`src/rtl/arb_pkg.sv`:
```
// arb_pkg: shared state type, default parameters and index-width helper for the arbiter
package arb_pkg;
  typedef enum logic [1:0] {S_IDLE, S_ISSUE, S_WAIT, S_RESPOND} state_e;
  localparam int NUM_REQ_DEF = 4;
  localparam int DATA_WIDTH_DEF = 16;
  localparam int TIMEOUT_CYCLES_DEF = 255;
  function automatic int idx_w(input int n);
    return (n > 1) ? $clog2(n) : 1;
  endfunction
endpackage

```
`src/rtl/rr_priority_picker.sv`:
```
// rr_priority_picker: first set request at or after the pointer, searched cyclically
module rr_priority_picker import arb_pkg::*; #(
  parameter int N = NUM_REQ_DEF,
  parameter int IW = idx_w(NUM_REQ_DEF)
) (
  input  logic [N-1:0]  req_i,
  input  logic [IW-1:0] ptr_i,
  output logic [N-1:0]  grant_o,
  output logic [IW-1:0] idx_o
);
  // walk offsets from farthest to nearest so the nearest valid requester wins
  always_comb begin
    grant_o = '0;
    idx_o = '0;
    for (int k = N - 1; k >= 0; k--) begin
      if (req_i[(int'(ptr_i) + k) % N]) begin
        grant_o = '0;
        grant_o[(int'(ptr_i) + k) % N] = 1'b1;
        idx_o = IW'((int'(ptr_i) + k) % N);
      end
    end
  end
endmodule

```
`src/rtl/rr_compute_arbiter.sv`:
```
// rr_compute_arbiter: round-robin sharing of one compute datapath among requesters
module rr_compute_arbiter import arb_pkg::*; #(
  parameter int NUM_REQ = NUM_REQ_DEF,
  parameter int DATA_WIDTH = DATA_WIDTH_DEF,
  parameter int TIMEOUT_CYCLES = TIMEOUT_CYCLES_DEF
) (
  input  logic                          clk_i,
  input  logic                          rst_i,
  input  logic [NUM_REQ-1:0]            req_valid_i,
  input  logic [NUM_REQ*DATA_WIDTH-1:0] req_data_i,
  output logic [NUM_REQ-1:0]            req_ready_o,
  output logic                          dp_start_o,
  output logic [DATA_WIDTH-1:0]         dp_operand_o,
  input  logic                          dp_done_i,
  input  logic [DATA_WIDTH-1:0]         dp_result_i,
  output logic [NUM_REQ-1:0]            rsp_valid_o,
  output logic [DATA_WIDTH-1:0]         rsp_data_o,
  output logic                          rsp_error_o,
  output logic [idx_w(NUM_REQ)-1:0]     grant_id_o,
  output logic                          busy_o
);
  localparam int IW = idx_w(NUM_REQ);
  localparam int CW = $clog2(TIMEOUT_CYCLES + 1);
  state_e state_q, state_d;
  logic [IW-1:0] ptr_q, ptr_d, gid_q, gid_d, pick_idx;
  logic [NUM_REQ-1:0] pick_grant;
  logic [DATA_WIDTH-1:0] op_q, op_d, res_q, res_d;
  logic err_q, err_d;
  logic [CW-1:0] cnt_q, cnt_d;
  logic resp;
  rr_priority_picker #(.N(NUM_REQ), .IW(IW)) u_pick (
    .req_i(req_valid_i),
    .ptr_i(ptr_q),
    .grant_o(pick_grant),
    .idx_o(pick_idx)
  );
  // next-state: accept in IDLE, pulse start, wait for done or timeout (done wins a tie), respond
  always_comb begin
    state_d = state_q;
    ptr_d = ptr_q;
    gid_d = gid_q;
    op_d = op_q;
    res_d = res_q;
    err_d = err_q;
    cnt_d = cnt_q;
    case (state_q)
      S_IDLE: if (|req_valid_i) begin
        state_d = S_ISSUE;
        gid_d = pick_idx;
        op_d = req_data_i[pick_idx*DATA_WIDTH +: DATA_WIDTH];
      end
      S_ISSUE: begin
        state_d = S_WAIT;
        cnt_d = '0;
      end
      S_WAIT: if (dp_done_i) begin
        state_d = S_RESPOND;
        res_d = dp_result_i;
        err_d = 1'b0;
      end else if (cnt_q == CW'(TIMEOUT_CYCLES - 1)) begin
        state_d = S_RESPOND;
        res_d = '0;
        err_d = 1'b1;
      end else begin
        cnt_d = cnt_q + 1'b1;
      end
      default: begin
        state_d = S_IDLE;
        ptr_d = (gid_q == IW'(NUM_REQ - 1)) ? '0 : gid_q + 1'b1;
      end
    endcase
  end
  // state register with synchronous reset clearing every stored value
  always_ff @(posedge clk_i) begin
    if (rst_i) begin
      state_q <= S_IDLE;
      ptr_q <= '0;
      gid_q <= '0;
      op_q <= '0;
      res_q <= '0;
      err_q <= 1'b0;
      cnt_q <= '0;
    end else begin
      state_q <= state_d;
      ptr_q <= ptr_d;
      gid_q <= gid_d;
      op_q <= op_d;
      res_q <= res_d;
      err_q <= err_d;
      cnt_q <= cnt_d;
    end
  end
  // outputs decoded from state; responses are zero outside RESPOND
  always_comb begin
    resp = state_q == S_RESPOND;
    req_ready_o = (state_q == S_IDLE && !rst_i) ? pick_grant : '0;
    dp_start_o = state_q == S_ISSUE;
    dp_operand_o = op_q;
    rsp_valid_o = resp ? NUM_REQ'(1) << gid_q : '0;
    rsp_data_o = resp ? res_q : '0;
    rsp_error_o = resp & err_q;
    grant_id_o = gid_q;
    busy_o = state_q != S_IDLE;
  end
endmodule
```
`config.mk`:
```
export PLATFORM = sky130hd
export DESIGN_NAME = rr_compute_arbiter
export DESIGN_NICKNAME = d
export VERILOG_FILES = /design/src/rtl/arb_pkg.sv /design/src/rtl/rr_priority_picker.sv /design/src/rtl/rr_compute_arbiter.sv
export SDC_FILE = /design/constraint.sdc
export NUM_CORES = 1
export LEC_CHECK = 0
export CAP_MARGIN = 10
export CELL_PAD_IN_SITES_DETAIL_PLACEMENT = 0
export CELL_PAD_IN_SITES_GLOBAL_PLACEMENT = 2
export CORE_MARGIN = 2
export CORE_UTILIZATION = 24
export CTS_CLUSTER_DIAMETER = 100
export DETAILED_ROUTE_END_ITERATION = 8
export GPL_TIMING_DRIVEN = 0
export PLACE_DENSITY = 0.85
export SLEW_MARGIN = 25
export SYNTH_ARGS = -nofsm -noshare
export SYNTH_HDL_FRONTEND = slang
export SYNTH_SLANG_ARGS = --single-unit
```
`constraint.sdc`:
```
create_clock -name clk_i -period 3.6 [get_ports clk_i]
set_input_delay 1.08 -clock clk_i [delete_from_list [all_inputs] [get_ports clk_i]]
set_output_delay 1.08 -clock clk_i [all_outputs]
set_load 0.02 [all_outputs]
```
======== After elaboration in Yosys (flattened, before gate mapping) ========
Index checks and enable logic that the tools add are counted.
cells by class
  add/subtract/negate cells ............... 5
  multipliers ............................. 0
  divide/modulo/power cells ............... 0
  magnitude comparators ................... 8
  equal/unequal tests ..................... 9
  shift operators ......................... 2
  muxes and demuxes ....................... 42
  bitwise operators ....................... 4
  reduce and logical (&&, ||, !) cells .... 19
operator list
  cell                                                        number
  variable part select 64 x 7 -> 16 bit                       1
  2-to-1 mux 16 bit                                           3
  2-to-1 mux 4 bit                                            6
  2-to-1 mux 2 bit                                            8
  2-to-1 mux 8 bit                                            2
  case mux 8 bit (2 select lines)                             1
  2-to-1 mux 1 bit                                            13
  less-than comparator 3 x 4 -> 1 bit, second input constant  3
  >= comparator 3 x 1 -> 1 bit, second input constant         3
  adder 8 x 1 -> 8 bit, second input constant                 1
  binary-select mux 1 bit (select 2 bit)                      4
  demux 1 bit (select 2 bit)                                  4
  == test 8 bit, second input constant                        1
  == test 2 bit, second input constant                        3
  inequality test 2 bit, second input constant                3
  case mux 2 bit (3 select lines)                             1
  AND reduction 2 bit                                         3
  nonzero test 2 bit                                          3
  OR reduction 2 bit                                          3
  logical AND 1 bit                                           5
  adder 2 x 1 -> 2 bit, second input constant                 2
  adder 2 bit, second input constant                          2
  OR reduction 4 bit                                          1
  left shift 1 x 2 -> 4 bit, first input constant             1
  other kinds (10)                                            12
storage, ports and cells
  flip-flop bits (word level) ............. 47
  latch bits .............................. 0
  RAM bits ................................ 0
  memory bits (read-only) ................. 0
  input port bits ......................... 87
  logic and storage cells ................. 96
  memories kept ........................... 0

======== Longest topological paths before layout ========
Gate-level depths: netlist (run 1).
  depth in word-level cells ............... 12
  mapped depth ............................ 12
  mapped depth without buffers ............ 8

======== Modules after synthesis ========
From an unflattened synthesis (run 1), not the netlist that was laid out.
unflattened totals
  cell total of the unflattened synthesis .. 318
  area total of the unflattened synthesis .. 2974.1 um^2
modules (own cells, without submodules)
  module              instances  cells each  area an instance (um^2)  sequential area each (um^2)
  rr_compute_arbiter  1          258         2483.6                   940.9
  rr_priority_picker  1          60          490.5                    0.0

======== Worst setup path before layout (run 1) ========
No wires, ideal clock.
  path kind ............................... input port to output port
  start ................................... input port req_valid_i[1]
  end ..................................... output port req_ready_o[1]
  arrival time ............................ 2.589 ns
  data required time ...................... 2.520 ns
  slack ................................... -0.069 ns
  cell stages on the path ................. 5
  path buffers ............................ 0
  cell sequence ........................... mux4_2 and2b_1 a221oi_1 a211o_1 a21oi_1
on the way
  cells in the longest elaborated chain, start to end .. 8
RTL lines
  element                                               RTL line                  source
  start, declared                                       rr_compute_arbiter.sv:9   input logic [NUM_REQ-1:0] req_valid_i,
  binary-select mux 1 bit (select 2 bit)                rr_priority_picker.sv:16  if (req_i[(int'(ptr_i) + k) % N]) begin
  2-to-1 mux 1 bit (not written as such) (2 in series)  rr_priority_picker.sv:16
  2-to-1 mux 4 bit (3 in series)                        rr_priority_picker.sv:16
  2-to-1 mux 4 bit (*)                                  rr_priority_picker.sv:16
  2-to-1 mux 4 bit (*)                                  rr_compute_arbiter.sv:96  req_ready_o = (state_q == S_IDLE && !rst_i) ? pick_grant : '0;
  end, declared                                         rr_compute_arbiter.sv:11  output logic [NUM_REQ-1:0] req_ready_o,
Every way passes the cells marked *; elsewhere a longest branch is shown, timed or not. The select of a mux whose other input is x is not followed.

======== Final worst setup path (run 1) ========
Same ends and word-level chain as after synthesis.

==> impl_metrics.py, run 1 <==
metrics = {
    "outcome": {
        "status": "complete, but fails checks",
        "violations": "setup timing",
    },
    "detailed_routing": {
        "wl_um": 9770,
        "num_vias": 3056,
        "drt_pass1_iterations": 4,
        "drtAntennaViolNets": 0,
        "drt_iter0_markers": 132,
        "drc": 0,
        "avgViaCountPerCell": 4.64,
        "routedWlPerCell_um": 14.8,
    },
    "die": {
        "die_h_um": 116,
        "die_w_um": 116,
        "dieArea_um2": 13600,
        "initial_core_util_pct": 24.4,
        "boundaryPins": 132,
        "core_um2": 12500,
        "rows": 41,
    },
    "sta": {
        "worst_slew_pin_slew_ns": 0.649,
        "fin_ws_ns": -0.0614,
        "timing.final.hold_violations": 0,
        "rsz0062_at_grt": "true",
        "drv_slew": 0,
        "period_minus_slack_ns": 3.66,
        "fmax_mhz": 273,
        "layout_worst_path_cycle_share_pct": 102,
        "finalSetupViolations": 4,
        "maxSlewHeadroom_pct": 56.3,
        "clock_skew_ns": 0.0105,
    },
    "pwr": {
        "power.density_nw_per_um2": 532,
        "power_uw": 2570,
        "peakVddDrop_v": 0.000264,
        "p_leak_uw": 0.00182,
    },
    "cts": {
        "cts_sinks": 47,
        "cts_tree": "built",
        "root_buffer": "clkbuf_16",
        "cts_hold_buf": 0,
        "clkLatencyLatePin_ns": 0.29,
        "numCtsBuffers": 5,
        "clockBufferDepth": 2,
        "clk_pin_slew_ns": 0.07,
        "htree_levels": 2,
    },
    "critical_path": {
        "arrival_ns": 2.58,
        "critPathRequiredTime_ns": 2.52,
        "rrSetupSlack_ns": 0.78,
        "cp-end-kind": "output pin",
        "cp_max_fo": 6,
        "crit-reg2reg-launch": "ptr_q[0]",
        "worst_r2r_path_depth": 11,
        "cp-start-kind": "input pin",
        "r2r-end": "dp_operand_o[13]",
        "path_class": "in -> out",
    },
    "global_route": {
        "antenna_found_initial": 0,
        "grt-ovfl-total": 0,
        "grt_use_total_pct": 14.3,
        "grt_pass1_wl_um": 15200,
        "grt_max_degree": 18,
        "grt_pass1_vias": 3021,
    },
    "logic_synthesis": {
        "synthAdderAreaFrac_pct": 7.42,
        "synth_top_family_by_area": "compound AO/OA/AOI/OAI gates",
        "synth-seq-cells": 47,
        "yosysWarningCount": 0,
        "synth_edf_count": 0,
        "syn-instance-count": 342,
        "synth_area_leader_cell": "dfxtp_1",
        "async_flop_share_pct": 0,
        "syn-num-nets": 447,
        "synthMuxAreaShare_pct": 13.4,
        "synth-simple-area-share_pct": 18.0,
        "synth_area_um2": 3040,
        "synth_compound_area_share_pct": 22.5,
        "synth_area_leaders": "dfxtp_1 (31%), mux2i_1 (8.2%), ha_1 (7.4%)",
        "synth_xor_area_share_pct": 1.44,
        "synth_top_area_share_pct": 31.0,
        "syn_area_per_cell_um2": 8.88,
        "ys.flop_type": "dfxtp_1",
        "synthDistinctLibCells": 46,
        "seq_area_frac_synth_pct": 31.0,
    },
    "cells_and_area": {
        "diodes": 0,
        "fin_nets": 590,
        "ff_latch_area_um2": 942,
        "fill_cells": 1281,
        "multi_input_area_um2": 1960,
        "syn_to_final_growth_pct": 59.2,
        "drive_gt1_share_pct": 11.9,
    },
    "hold_path": {
        "hp-class": "reg -> reg",
        "whs_endpoint": "dp_operand_o[11]",
        "hold_depth": 2,
        "hold_path.startpoint": "dp_operand_o[11]",
    },
    "flow_run": {
        "drv_cap": 0,
    },
    "placed_design": {
        "port_buffers": 131,
        "dp_hpwl_um": 7650,
        "post-place-ws_ns": -1.18,
        "gp_congestion": 0.770,
    },
}
==> synth_stat cells, types with 3 or more instances <==
master	count
nor2_1	39
a221oi_1	4
nand2b_1	3
mux2i_1	25
a211o_1	4
a22oi_1	17
dfxtp_1	47
o32ai_1	3
nand4_1	3
or2_2	3
mux4_2	4
and3_1	9
and2_1	22
a21oi_1	10
o311ai_0	3
a211oi_1	18
nand3b_1	5
inv_1	16
nand3_1	3
xor2_1	3
nor3_1	3
o21ai_0	12
clkbuf_1	16
ha_1	18
o21bai_1	11
nand2_1	9
mux2_2	6
a32oi_1	3
==> placed cells by master (no fill, tap or decap), types with 4 or more instances in the layout <==
master / instances
clkdlybuf4s50_1: 123
dfxtp_1: 46
nor2_1: 39
mux2i_1: 25
and2_1: 22
a211oi_1: 18
a22oi_1: 17
ha_1: 17
inv_1: 15
clkbuf_1: 15
o21ai_0: 12
o21bai_1: 11
nand2_1: 9
and3_1: 9
buf_4: 7
a21oi_1: 6
mux2_2: 6
buf_6: 5
nand3b_1: 5
clkbuf_16: 5
mux4_2: 4
a221oi_2: 4
a211o_1: 4
a21oi_2: 4
==> area by class of cell <==
class                      instances  share of cell area, %
buffer                            22                   2.85
clock buffer                       5                   2.59
clock inverter                     3                  0.544
inverter                          16                   1.32
multi-input combinational        257                   40.6
sequential                        47                   19.5
tap                              172                   4.45
timing repair buffer             136                   28.1
==> worst max-delay path, stage by stage <==
cell	delay, ns
buf_8	0.10
mux4_2	0.48
and2b_4	0.32
a221oi_2	0.07
a211o_1	0.24
a21oi_2	0.15
buf_6	0.14
==> worst max-delay path by stage <==
stage | start | to | slack (ns) | depth (start not counted)
3_3_place_gp | req_valid_i[1] | req_ready_o[1] | -1.16 | 7
4_1_cts | req_valid_i[1] | req_ready_o[1] | -0.04 | 7
3_5_place_dp | req_valid_i[1] | req_ready_o[1] | -1.18 | 7
6_report | req_valid_i[1] | req_ready_o[1] | -0.06 | 7
2_1_floorplan | req_valid_i[1] | req_ready_o[1] | 0.03 | 5
5_1_grt | req_valid_i[1] | req_ready_o[1] | -0.14 | 7
==> what timing repair did <==
action	in CTS	in global routing
setup buffers	5	0
setup endpoints to repair	5	4
pin swaps	11	1
gates cloned	0	0
gates resized for setup	58	5
==> flip-flops by register name, indices dropped and copies added, names as in the netlist <==
| name | count |
|---|---|
| dp_operand_o | 16 |
| res_q | 16 |
| cnt_q | 8 |
| grant_id_o | 2 |
| ptr_q | 2 |
| state_q | 2 |
| err_q | 1 |
==> cell families (layout without fill, tap and decap cells) <==
group | Yosys count | after routing
XOR/XNOR | 5 | 5
buffers and inverters | 38 | 182
adder cells (fa/ha/maj) | 18 | 18
flip-flops | 47 | 47
multiplexers | 35 | 35
AO/OA/AOI/OAI | 94 | 94
AND/OR/NAND/NOR | 105 | 105
==> power by group <==
group	switching [µW]	internal (µW)	total, µW	leakage [µW]
clock	221	264	485	0.0000748
combinational	728	636	1360	0.00136
sequential	80.6	641	722	0.000384
==> per-layer routing <==
metal | share of wire [%] | vias up | track usage, % | wire length, µm
li1 | - | 1524 | - | -
met1 | 43 | 1462 | 17.5 | 4200
met2 | 52 | 62 | 26.0 | 5120
met3 | 3.4 | 8 | 2.44 | 336
met4 | 1.2 | 0 | 3.81 | 116
met5 | 0 | - | 0 | 0
==> through the flow <==
step           utilization (%)  instances  setup TNS, ns  instance area (µm²)  hold slack [ns]
3_3_place_gp              36.7        645          -6.76                 4580            0.474
2_1_floorplan                -        342              0                 3050            0.468
6_report                  38.8        658         -0.186                 4830            0.495
4_1_cts                   38.6        658         -0.119                 4820            0.500
5_1_grt                   38.8        658         -0.462                 4830            0.526
3_5_place_dp              36.7        645          -7.14                 4580            0.480
Power figures use the tool's default switching activity.
==> run 2, diff against run 1 <==
--- a/config.mk
+++ b/config.mk
@@ -18,3 +18,4 @@
 export SYNTH_ARGS = -nofsm -noshare
 export SYNTH_HDL_FRONTEND = slang
 export SYNTH_SLANG_ARGS = --single-unit
+export TNS_END_PERCENT = 10
==> impl_metrics.py, run 2 (synthesis gave the netlist of run 1 again) <==
metrics = {
    "outcome": {
        "status": "complete, but fails checks",
        "violations": "setup timing",
    },
    "die": {
        "core_um2": 12500,
        "die_w_um": 116,
        "initial_core_util_pct": 24.4,
        "rows": 41,
        "die_h_um": 116,
        "boundaryPins": 132,
        "dieArea_um2": 13600,
    },
    "cells_and_area": {
        "final_common_cell": "clkdlybuf4s50_1",
        "fin_nets": 588,
        "diodes": 0,
        "syn_to_final_growth_pct": 59.2,
        "final_cell_mix": "clkdlybuf4s50_1 (123), dfxtp_1 (46), nor2_1 (39)",
        "drive_gt1_share_pct": 11.4,
    },
    "detailed_routing": {
        "routedWlPerCell_um": 14.5,
        "avgViaCountPerCell": 4.61,
        "drc": 0,
        "wl_um": 9480,
        "drtAntennaViolNets": 0,
        "drt_iter0_markers": 111,
        "drt_pass1_iterations": 4,
        "num_vias": 3022,
    },
    "critical_path": {
        "worst_path_largest_cell_delay_ns": 0.47,
        "path_class": "in -> out",
        "cp-start-kind": "input pin",
        "cp_slowest_cell": "mux4_2",
        "critPathRequiredTime_ns": 2.52,
        "worst-path-buf-inv": 2,
        "cp_max_fo": 6,
        "arrival_ns": 2.58,
        "crit_family": "multiplexers",
        "crit_chain": "buf_12 -> mux4_2 -> and2b_2 -> a221oi_2 -> a211o_1 -> a21oi_1 -> buf_4",
        "cp-end-kind": "output pin",
    },
    "cts": {
        "clockBufferDepth": 2,
        "cts_hold_buf": 0,
        "clkLatencyLatePin_ns": 0.29,
        "root_buffer": "clkbuf_16",
        "htree_levels": 2,
        "numCtsBuffers": 5,
        "cts_tree": "built",
        "cts_sinks": 47,
        "clk_pin_slew_ns": 0.07,
    },
    "sta": {
        "timing.final.hold_violations": 0,
        "maxSlewHeadroom_pct": 57.4,
        "period_minus_slack_ns": 3.66,
        "clock_skew_ns": 0.00494,
        "setup-tns-final_ns": -0.215,
        "hold_slack_ns": 0.490,
        "fmax_mhz": 273,
        "fin_ws_ns": -0.0567,
        "layout_worst_path_cycle_share_pct": 102,
        "drv_slew": 0,
        "finalSetupViolations": 4,
        "worst_slew_pin_slew_ns": 0.633,
        "rsz0062_at_grt": "true",
    },
    "global_route": {
        "grt-ovfl-total": 0,
        "grt_use_total_pct": 14.0,
        "grt_pass1_wl_um": 14900,
        "grt_max_degree": 17,
        "grt_pass1_vias": 2958,
        "antenna_found_initial": 0,
    },
    "pwr": {
        "peakVddDrop_v": 0.000239,
        "p_leak_uw": 0.00181,
        "power.density_nw_per_um2": 541,
    },
    "hold_path": {
        "hp-class": "reg -> reg",
    },
    "placed_design": {
        "port_buffers": 131,
        "gp_congestion": 0.767,
        "dp_hpwl_um": 7480,
    },
    "flow_run": {
        "drv_cap": 0,
    },
}
## run 2: worst paths after layout
check / startpoint / to / slack (ns) / cells after the start
worst max register to register: ptr_q[0] / dp_operand_o[3] / 0.73 / 12
worst min register to register: dp_operand_o[0] / dp_operand_o[0] / 0.49 / 2
worst max-delay path: req_valid_i[1] / req_ready_o[2] / -0.06 / 7
worst min-delay path: dp_operand_o[0] / dp_operand_o[0] / 0.49 / 2
## run 2: stage by stage
stage / utilization [%] / cells / power (µW) / instance area, µm² / setup slack [ns]
CTS: 38.7 / 656 / 2640 / 4820 / -0.0690
floorplan: - / 342 / 1520 / 3040 / -0.0687
global placement: 36.6 / 645 / 2050 / 4570 / -1.19
detailed placement: 36.6 / 645 / 2050 / 4570 / -1.20
global route: 38.8 / 656 / 2790 / 4830 / -0.132
finish: 38.8 / 656 / 2620 / 4830 / -0.0567
## run 2: worst register-to-register path, cell delays in order (launching register included)
cell        delay (ns)
dfxtp_2           0.37
buf_6             0.14
buf_8             0.14
clkinvlp_4        0.11
ha_4              0.32
mux4_2            0.47
nor2b_4           0.25
o21ai_4           0.11
and2_4            0.18
buf_12            0.14
buf_12            0.15
mux2i_1           0.12
a211oi_1          0.29
## run 2: final cells by class
class,instances,area (µm²)
tap,172,215
clock buffer,5,125
sequential,47,942
fill,1285,7630
clock inverter,3,46.3
inverter,16,63.8
multi-input combinational,257,1960
buffer,21,133
timing repair buffer,135,1350
## run 2: power breakdown
group          leakage, µW  internal [µW]  switching, µW  total, µW
Combinational      0.00135            627            722       1350
Sequential        0.000384            641           79.7        721
Clock            0.0000804            330            216        546
## run 2: per-layer routing
metal	global-route usage (%)	share of wire [%]	routed length, µm	vias to the layer above
met5	0	0	0	-
met4	2.86	0.80	76	0
met3	3.22	5.7	539	6
met2	24.6	51	4850	70
met1	17.5	42	4020	1427
li1	-	-	-	1519
## run 2: timing repair
action	4_1_cts	5_1_grt
cloned	0	0
setup endpoints to repair	4	4
gates resized for setup	61	2
setup buffers	4	0
pin swaps	9	0
==> run 3, diff against run 2 <==
==> constraint.sdc (replaced) <==
create_clock -name clk_i -period 4 [get_ports clk_i]
set_input_delay 1.2 -clock clk_i [delete_from_list [all_inputs] [get_ports clk_i]]
set_output_delay 1.2 -clock clk_i [all_outputs]
set_load 0.02 [all_outputs]
==> impl_metrics.py, run 3 (synthesis gave the netlist of run 1 again) <==
metrics = {
    "cells_and_area": {
        "final_cell_mix": "clkdlybuf4s50_1 (123), dfxtp_1 (46), nor2_1 (39)",
        "final_common_cell": "clkdlybuf4s50_1",
        "final_cells": 654,
        "fin_nets": 586,
        "syn_to_final_growth_pct": 57.3,
        "ff_latch_area_um2": 942,
        "fill_cells": 1290,
        "drive_gt1_share_pct": 10.6,
        "multi_input_area_um2": 1950,
        "diodes": 0,
        "final_core_util_pct": 38.3,
    },
    "detailed_routing": {
        "route.met3.wl_um": 538,
        "drt_iter0_markers": 147,
        "num_vias": 3033,
        "drtAntennaViolNets": 0,
        "highest_layer": "met4",
        "wl_um": 9680,
        "drt-met1-wl_um": 4190,
        "routedWlPerCell_um": 14.8,
        "drt_pass1_iterations": 6,
        "drc": 0,
        "met2_length_um": 4860,
        "avgViaCountPerCell": 4.64,
    },
    "placed_design": {
        "place_inst": 645,
        "dp_hpwl_um": 7570,
        "port_buffers": 131,
        "gp_congestion": 0.770,
    },
    "die": {
        "die_h_um": 116,
        "die_w_um": 116,
        "initial_core_util_pct": 24.4,
        "rows": 41,
        "boundaryPins": 132,
        "core_um2": 12500,
        "dieArea_um2": 13600,
    },
    "sta": {
        "drv_slew": 0,
        "maxSlewHeadroom_pct": 56.2,
        "fmax_mhz": 255,
        "period_minus_slack_ns": 3.93,
        "hold_slack_ns": 0.486,
        "timing.final.hold_violations": 0,
        "rsz0062_at_grt": "false",
        "worst_slew_pin_slew_ns": 0.650,
        "clock_skew_ns": 0.00788,
        "setup-tns-final_ns": 0,
        "layout_worst_path_cycle_share_pct": 98.2,
        "finalSetupViolations": 0,
    },
    "global_route": {
        "antenna_found_initial": 0,
        "grt-ovfl-total": 0,
        "grt_max_degree": 18,
        "grt_use_total_pct": 14.3,
        "grt_pass1_vias": 3074,
        "grt_pass1_wl_um": 15400,
    },
    "cts": {
        "htree_levels": 2,
        "cts_tree": "built",
        "clk_pin_slew_ns": 0.06,
        "cts_sinks": 47,
        "numCtsBuffers": 5,
        "clockBufferDepth": 2,
        "clkLatencyLatePin_ns": 0.28,
        "cts_hold_buf": 0,
        "root_buffer": "clkbuf_16",
    },
    "flow_run": {
        "drv_cap": 0,
    },
    "pwr": {
        "peakVddDrop_v": 0.000247,
        "power_uw": 2300,
        "p_leak_uw": 0.00179,
        "power.density_nw_per_um2": 481,
    },
    "critical_path": {
        "crit-reg2reg-launch": "ptr_q[0]",
        "r2r-end": "dp_operand_o[7]",
        "critPathRequiredTime_ns": 2.80,
        "cp_max_fo": 8,
        "worst_r2r_path_depth": 12,
        "cp-end-kind": "output pin",
        "arrival_ns": 2.73,
        "cp-start-kind": "input pin",
        "path_class": "in -> out",
        "rrSetupSlack_ns": 1.12,
    },
    "hold_path": {
        "whs_endpoint": "dp_operand_o[6]",
        "hp-class": "reg -> reg",
        "hold_path.startpoint": "dp_operand_o[6]",
        "hold_depth": 2,
    },
    "outcome": {
        "status": "complete, no violations",
    },
}
## run 3: cell types whose count changed in the layout (fill, tap and decap cells not counted), moves of 2 or more
| cell | change |
|---|---|
| a221oi_1 | +2 |
| buf_6 | +2 |
| buf_4 | -2 |
| a221oi_2 | -2 |
## run 3: final cells by class
class                   count  area share, %
clock buffers               6           2.91
flip-flops and latches     47           19.7
multi-input cells         257           40.8
well taps                 172           4.51
clock inverters             2          0.341
repair buffers            133           27.8
inverters                  16           1.26
plain buffers              21           2.62
## run 3: worst max-delay path, cell delays in order
cell,delay [ns]
buf_4,0.14
mux4_2,0.47
and2b_2,0.30
a221oi_1,0.09
a211o_1,0.25
a21oi_2,0.14
buf_6,0.14
## run 3: worst max path at each step
stage	start	endpoint	slack, ns
after floorplan	req_valid_i[1]	req_ready_o[1]	0.09
after global placement	req_valid_i[1]	req_ready_o[1]	-1.06
after detailed placement	req_valid_i[1]	req_ready_o[1]	-1.09
after CTS	req_valid_i[1]	req_ready_o[0]	0.001
after global routing	req_valid_i[3]	req_ready_o[1]	0.001
final	req_valid_i[3]	req_ready_o[3]	0.07
## run 3: stage by stage
| step | setup slack (ns) | instance area [µm²] |
|---|---|---|
| 2_1_floorplan | 0.0913 | 3040 |
| 3_3_place_gp | -1.06 | 4560 |
| 3_5_place_dp | -1.09 | 4560 |
| 4_1_cts | 0.00113 | 4710 |
| 5_1_grt | 0.00125 | 4780 |
| 6_report | 0.0727 | 4780 |
## run 3: timing repair
| action | in CTS | in global routing |
|---|---|---|
| pin swaps | 1 | 8 |
| endpoints found under the setup margin | 4 | 4 |
| setup buffers | 2 | 0 |
| gates resized for setup | 42 | 20 |
## run 3: power by group
part,total (µW),internal [µW],switching [µW]
Sequential,651,577,74.2
Combinational,1210,560,647
Clock,437,250,187
Total,2300,1390,908
## run 3: metal layers
layer	vias up	track usage [%]
met5	-	0
met4	0	2.94
met3	6	2.75
met2	75	25.5
met1	1434	17.9
li1	1518	-
